## src/rtl/instruction_fetch_if.sv

```systemverilog
// Instruction memory port between the fetch stage and imem.
// Request/address out, ready/data back.
interface instruction_fetch_if;
  logic        ImemReq;
  logic [31:0] ImemAddr;
  logic        ImemReady;
  logic [31:0] ImemData;

  modport master (
    output ImemReq,
    output ImemAddr,
    input  ImemReady,
    input  ImemData
  );

  modport slave (
    input  ImemReq,
    input  ImemAddr,
    output ImemReady,
    output ImemData
  );
endinterface

```

## src/rtl/instruction_fetch.sv

```systemverilog
// Fetch stage: owns the PC, fetches over a ready-qualified imem port.
// A one-entry hold buffer parks a word that arrives while stalled.
module instruction_fetch #(
  parameter logic [31:0] RESET_PC = 32'h0000_0000,
  parameter logic [31:0] NOP      = 32'h0000_0000
) (
  input  logic                   clock,
  input  logic                   reset,
  input  logic                   stall,
  input  logic                   redirect,
  input  logic [31:0]            RedirectPC,
  instruction_fetch_if.master    imem,
  output logic [31:0]            PCOut,
  output logic [31:0]            InstructionOut,
  output logic                   Valid
);

  localparam logic [0:0] FETCH = 1'b0;
  localparam logic [0:0] HOLD  = 1'b1;

  logic [0:0]  state_q, state_d;
  logic [31:0] pc_q, pc_d;
  logic [31:0] buf_pc_q, buf_pc_d;
  logic [31:0] buf_ins_q, buf_ins_d;
  logic [31:0] pc_out_q, pc_out_d;
  logic [31:0] ins_out_q, ins_out_d;
  logic        valid_q, valid_d;

  logic in_fetch;
  logic go;
  logic park;
  logic bubble;
  logic release_buf;

  assign in_fetch    = (state_q == FETCH);
  assign go          = !redirect && in_fetch && imem.ImemReady && !stall;
  assign park        = !redirect && in_fetch && imem.ImemReady && stall;
  assign bubble      = !redirect && in_fetch && !imem.ImemReady && !stall;
  assign release_buf = !redirect && !in_fetch && !stall;

  assign imem.ImemReq  = in_fetch && !reset;
  assign imem.ImemAddr = pc_q;

  assign PCOut          = pc_out_q;
  assign InstructionOut = ins_out_q;
  assign Valid          = valid_q;

  always_comb begin
    state_d   = state_q;
    pc_d      = pc_q;
    buf_pc_d  = buf_pc_q;
    buf_ins_d = buf_ins_q;
    pc_out_d  = pc_out_q;
    ins_out_d = ins_out_q;
    valid_d   = valid_q;
    unique case (1'b1)
      redirect: begin
        pc_d      = {RedirectPC[31:2], 2'b00};
        state_d   = FETCH;
        valid_d   = 1'b0;
        ins_out_d = NOP;
      end
      go: begin
        pc_out_d  = pc_q;
        ins_out_d = imem.ImemData;
        valid_d   = 1'b1;
        pc_d      = pc_q + 32'd4;
      end
      park: begin
        buf_pc_d  = pc_q;
        buf_ins_d = imem.ImemData;
        pc_d      = pc_q + 32'd4;
        state_d   = HOLD;
      end
      bubble: begin
        valid_d   = 1'b0;
        ins_out_d = NOP;
      end
      release_buf: begin
        pc_out_d  = buf_pc_q;
        ins_out_d = buf_ins_q;
        valid_d   = 1'b1;
        state_d   = FETCH;
      end
      default: ;
    endcase
  end

  always_ff @(posedge clock or posedge reset) begin
    if (reset) begin
      state_q   <= FETCH;
      pc_q      <= RESET_PC;
      buf_pc_q  <= RESET_PC;
      buf_ins_q <= NOP;
      pc_out_q  <= RESET_PC;
      ins_out_q <= NOP;
      valid_q   <= 1'b0;
    end else begin
      state_q   <= state_d;
      pc_q      <= pc_d;
      buf_pc_q  <= buf_pc_d;
      buf_ins_q <= buf_ins_d;
      pc_out_q  <= pc_out_d;
      ins_out_q <= ins_out_d;
      valid_q   <= valid_d;
    end
  end

endmodule

```

## src/flat_wrapper.sv

```systemverilog
// flat-port wrapper written by rule: the top's interface ports become plain ports
module instruction_fetch_flat 
#(
  parameter logic [31:0] RESET_PC = 32'h0000_0000,
  parameter logic [31:0] NOP      = 32'h0000_0000
)
  (clock, reset, stall, redirect, RedirectPC, PCOut, InstructionOut, Valid, imem_ImemReq, imem_ImemAddr, imem_ImemReady, imem_ImemData);
  instruction_fetch_if imem_i ();
  input  logic clock;
  input  logic reset;
  input  logic stall;
  input  logic redirect;
  input  logic [31:0] RedirectPC;
  output logic [31:0] PCOut;
  output logic [31:0] InstructionOut;
  output logic Valid;
  output wire logic [$bits(imem_i.ImemReq)-1:0] imem_ImemReq;
  output wire logic [$bits(imem_i.ImemAddr)-1:0] imem_ImemAddr;
  input wire logic [$bits(imem_i.ImemReady)-1:0] imem_ImemReady;
  input wire logic [$bits(imem_i.ImemData)-1:0] imem_ImemData;
  assign imem_ImemReq = imem_i.ImemReq;
  assign imem_ImemAddr = imem_i.ImemAddr;
  assign imem_i.ImemReady = imem_ImemReady;
  assign imem_i.ImemData = imem_ImemData;
  instruction_fetch #(.RESET_PC(RESET_PC), .NOP(NOP)) u_core (.clock(clock), .reset(reset), .stall(stall), .redirect(redirect), .RedirectPC(RedirectPC), .imem(imem_i), .PCOut(PCOut), .InstructionOut(InstructionOut), .Valid(Valid));
endmodule
```

## config.mk

```make
export PLATFORM = sky130hd
export DESIGN_NAME = instruction_fetch_flat
export DESIGN_NICKNAME = d
export VERILOG_FILES = /design/src/rtl/instruction_fetch_if.sv /design/src/rtl/instruction_fetch.sv /design/src/flat_wrapper.sv
export SDC_FILE = /design/constraint.sdc
export NUM_CORES = 1
export LEC_CHECK = 0
export BUFFER_PORTS_ARGS = -buffer_cell sky130_fd_sc_hd__buf_2
export CORE_UTILIZATION = 40
export DETAILED_ROUTE_END_ITERATION = 12
export SLEW_MARGIN = 5
export SYNTH_ARGS = -nofsm -noshare
export SYNTH_HDL_FRONTEND = slang
export SYNTH_SLANG_ARGS = --single-unit
```

## constraint.sdc

```tcl
create_clock -name clock -period 7.1 [get_ports clock]
set_input_delay 1.42 -clock clock [delete_from_list [all_inputs] [get_ports clock]]
set_output_delay 1.42 -clock clock [all_outputs]
set_load 0.01 [all_outputs]
```

==> impl_metrics.env <==
export IMPL_status="completed"
export IMPL_pwr_share_comb=0.142
export IMPL_critPathMaxStageDelay_ns=0.64
export IMPL_grt_pass1_wl_um=29500
export IMPL_worstPathRequired_ns=7.40
export IMPL_path_delay_family="buffers and inverters"
export IMPL_ant_nets=0
export IMPL_cts_max_level=4
export IMPL_io_buffers=160
export IMPL_cts_buffer_depth=2
export IMPL_tritoncts="yes"
export IMPL_die_area_mm2=0.0180
export IMPL_design_area_mm2=0.00852
export IMPL_peakVddDrop_mv=0.173
export IMPL_cp_slowest_cell="nor2_4"
export IMPL_power_density_mw_per_mm2=282
export IMPL_worstPathCellList="buf_2, clkinv_1, nand2_1, nor2_4, buf_4, mux2_2"
export IMPL_grt_max_degree=93
export IMPL_async_flop_share=1.00
export IMPL_clockRootBuffer="clkbuf_16"
export IMPL_yosysSeqAreaShare=0.560
export IMPL_yosys_warnings=0
export IMPL_synth_area_mm2=0.00697
export IMPL_fp_dieH_um=134
export IMPL_leakage_nw=3.75
export IMPL_power_switching_mw=0.638
export IMPL_ys_ff_latch=156
export IMPL_final_cells=1004
export IMPL_tns_ns=0
export IMPL_diodes=0
export IMPL_track_usage=0.213
export IMPL_min_period_over_period=0.557
export IMPL_core_area_mm2=0.0168
export IMPL_grt_pass1_vias=5522
export IMPL_setup_slack_ns=3.14
export IMPL_clock_sinks=156
export IMPL_areaGrowthSynthToFinish_pct=22.2
export IMPL_first_pass_iters=4
export IMPL_critPathMaxFanout=39
export IMPL_slew_violations=0
export IMPL_p_seq_frac=0.470
export IMPL_worst_path_stages=6
export IMPL_initialDrtViolationCount=370
export IMPL_drive_gt1_frac=0.344
export IMPL_via_per_inst=5.45
export IMPL_dpl_worst_slack_ns=2.67
export IMPL_finalSetupViolations=0
export IMPL_initial_utilization=0.415
export IMPL_route_detailed_drc=0
export IMPL_cts_hold_buf=0
export IMPL_r2r_cells=4
export IMPL_clock_latency_ns=0.42
export IMPL_most_common_layout_cells="buf_2 (160), dfrtp_1 (156), nand2_1 (85)"
export IMPL_place_area_mm2=0.00792
export IMPL_worst_path_buf_inv=3
export IMPL_hold_violations=0
export IMPL_power_frac_clock=0.387
export IMPL_layout_commonest_cell="buf_2"
export IMPL_whs_ns=0.471
export IMPL_endpoint_kind="flip-flop"
export IMPL_gp_congestion=0.783
export IMPL_period_minus_slack_ns=3.96
export IMPL_synth_top_area_share=0.560
export IMPL_path_class="in2reg"
export IMPL_wl_um=18100
export IMPL_route_vias_total=5471
export IMPL_overflow=0
export IMPL_antenna_found_initial=0
export IMPL_yosysTopAreaCell="dfrtp_1"
export IMPL_fin_util=0.507
export IMPL_maxCapViolCount=0
export IMPL_hold_depth=2
export IMPL_ys_dominant_reg_cell="dfrtp_1"
export IMPL_postCtsSetupBuffers=0
export IMPL_max_slew_worst_pin_slew_ns=1.28
export IMPL_die_w_um=134
export IMPL_wire_per_inst_um=18.0
export IMPL_yosysUniqueCellTypes=45
export IMPL_skew_ns=0.00577
export IMPL_synth_area_per_cell_um2=11.0
export IMPL_hp_class="reg2reg"
export IMPL_io_pins=167
export IMPL_rows=47
export IMPL_final_nets=841
export IMPL_startpoint_type="input port"
export IMPL_intPower_mw=1.77
export IMPL_cts_resized=0
export IMPL_relSlewSlack=0.146
export IMPL_netlist_instances=635
export IMPL_dp_hpwl_um=12100
export IMPL_cts_made_buffers=17
export IMPL_arrival_ns=4.26
export IMPL_p_total_mw=2.40
export IMPL_synth_area_leaders="dfrtp_1 (56%), mux2_2 (10%), o21ai_0 (5.5%)"
export IMPL_grt_setup_unrepaired="no"
export IMPL_clock_fmax_mhz=253
export IMPL_p_sw_frac=0.265
export IMPL_synth_edff_count=0
export IMPL_dp_cells=972
export IMPL_clk_pin_slew_ns=0.06
[sequential cells by signal, summed over array words and instances (netlist names)]
| signal | cells |
|---|---|
| u_core.InstructionOut | 32 |
| u_core.PCOut | 30 |
| u_core.Valid | 1 |
| u_core.buf_ins_q | 32 |
| u_core.buf_pc_q | 30 |
| u_core.imem.ImemAddr | 30 |
| u_core.state_q | 1 |
[cells by family (layout without fill, tap and decap cells)]
family | after synthesis | count (layout) | synth area share
simple gates | 173 | 173 | 0.121
buf+inv | 58 | 204 | 0.0361
flops | 156 | 156 | 0.560
compound gates | 143 | 143 | 0.123
xor+xnor | 10 | 10 | 0.0126
mux | 93 | 93 | 0.145
fa+ha+maj | 1 | 1 | 0.00179
other cells | 1 | 4 | 0.000538
[power by group through the flow]
stage               Sequential [mW]  Clock [mW]  Combinational, mW
detailed placement             1.15           0              0.348
global placement               1.14           0              0.336
floorplan                      1.14           0              0.201
CTS                            1.13       0.949              0.350
finish                         1.13       0.931              0.342
global route                   1.15       0.990              0.383
[layout make-up]
cell class | count | area (um2)
Inverter | 6 | 27.5
Multi-Input combinational cell | 424 | 2860
Tap cell | 220 | 275
Clock buffer | 22 | 464
Clock inverter | 10 | 140
Fill cell | 1586 | 8300
Sequential cell | 156 | 3900
Timing Repair Buffer | 166 | 846
[worst register-to-register path: cells and delay by family, from the launching register on]
| kind | cells | cell delay (ns) |
|---|---|---|
| buffers and inverters | 1 | 0.61 |
| multiplexers | 1 | 0.43 |
| AND/OR/NAND/NOR | 2 | 0.97 |
| flip-flops | 1 | 0.52 |
[path summary, 6_finish.rpt]
| kind | startpoint | endpoint | slack, ns |
|---|---|---|---|
| max in group asynchronous | reset | u_core.InstructionOut[12] | 4.53 |
| worst min-delay path | u_core.PCOut[19] | u_core.PCOut[19] | 0.47 |
| worst max-delay path | redirect | u_core.buf_ins_q[28] | 3.14 |
| min in group asynchronous | reset | u_core.PCOut[4] | 1.13 |
| worst max register to register | u_core.state_q | u_core.buf_ins_q[28] | 4.46 |
| worst min register to register | u_core.PCOut[19] | u_core.PCOut[19] | 0.47 |
[Yosys cell counts, types with 2 or more instances]
library cell  instances
inv_1                 5
o211ai_1              2
xnor2_1               5
mux2_2               63
a31oi_1              12
nand2_1              85
buf_4                 4
a22oi_1              32
mux2i_1              30
or3_1                 6
clkbuf_1             38
nor3b_1               2
a21oi_1               5
or2_2                 2
o31ai_1              10
nor2_1               23
dfrtp_1             156
nand3_1              11
xor2_1                5
buf_2                 8
o21ai_0              77
nand4_1              13
nand2b_1              2
or4_1                14
nor4_1                5
[per-layer routing]
layer / up-vias / track usage / wire [um]
li1: 2557 / - / -
met1: 2767 / 0.283 / 8090
met2: 130 / 0.344 / 8880
met3: 17 / 0.0559 / 886
met4: 0 / 0.0605 / 219
met5: - / 0 / 0
No activity file was read; power rests on OpenSTA's default activity.
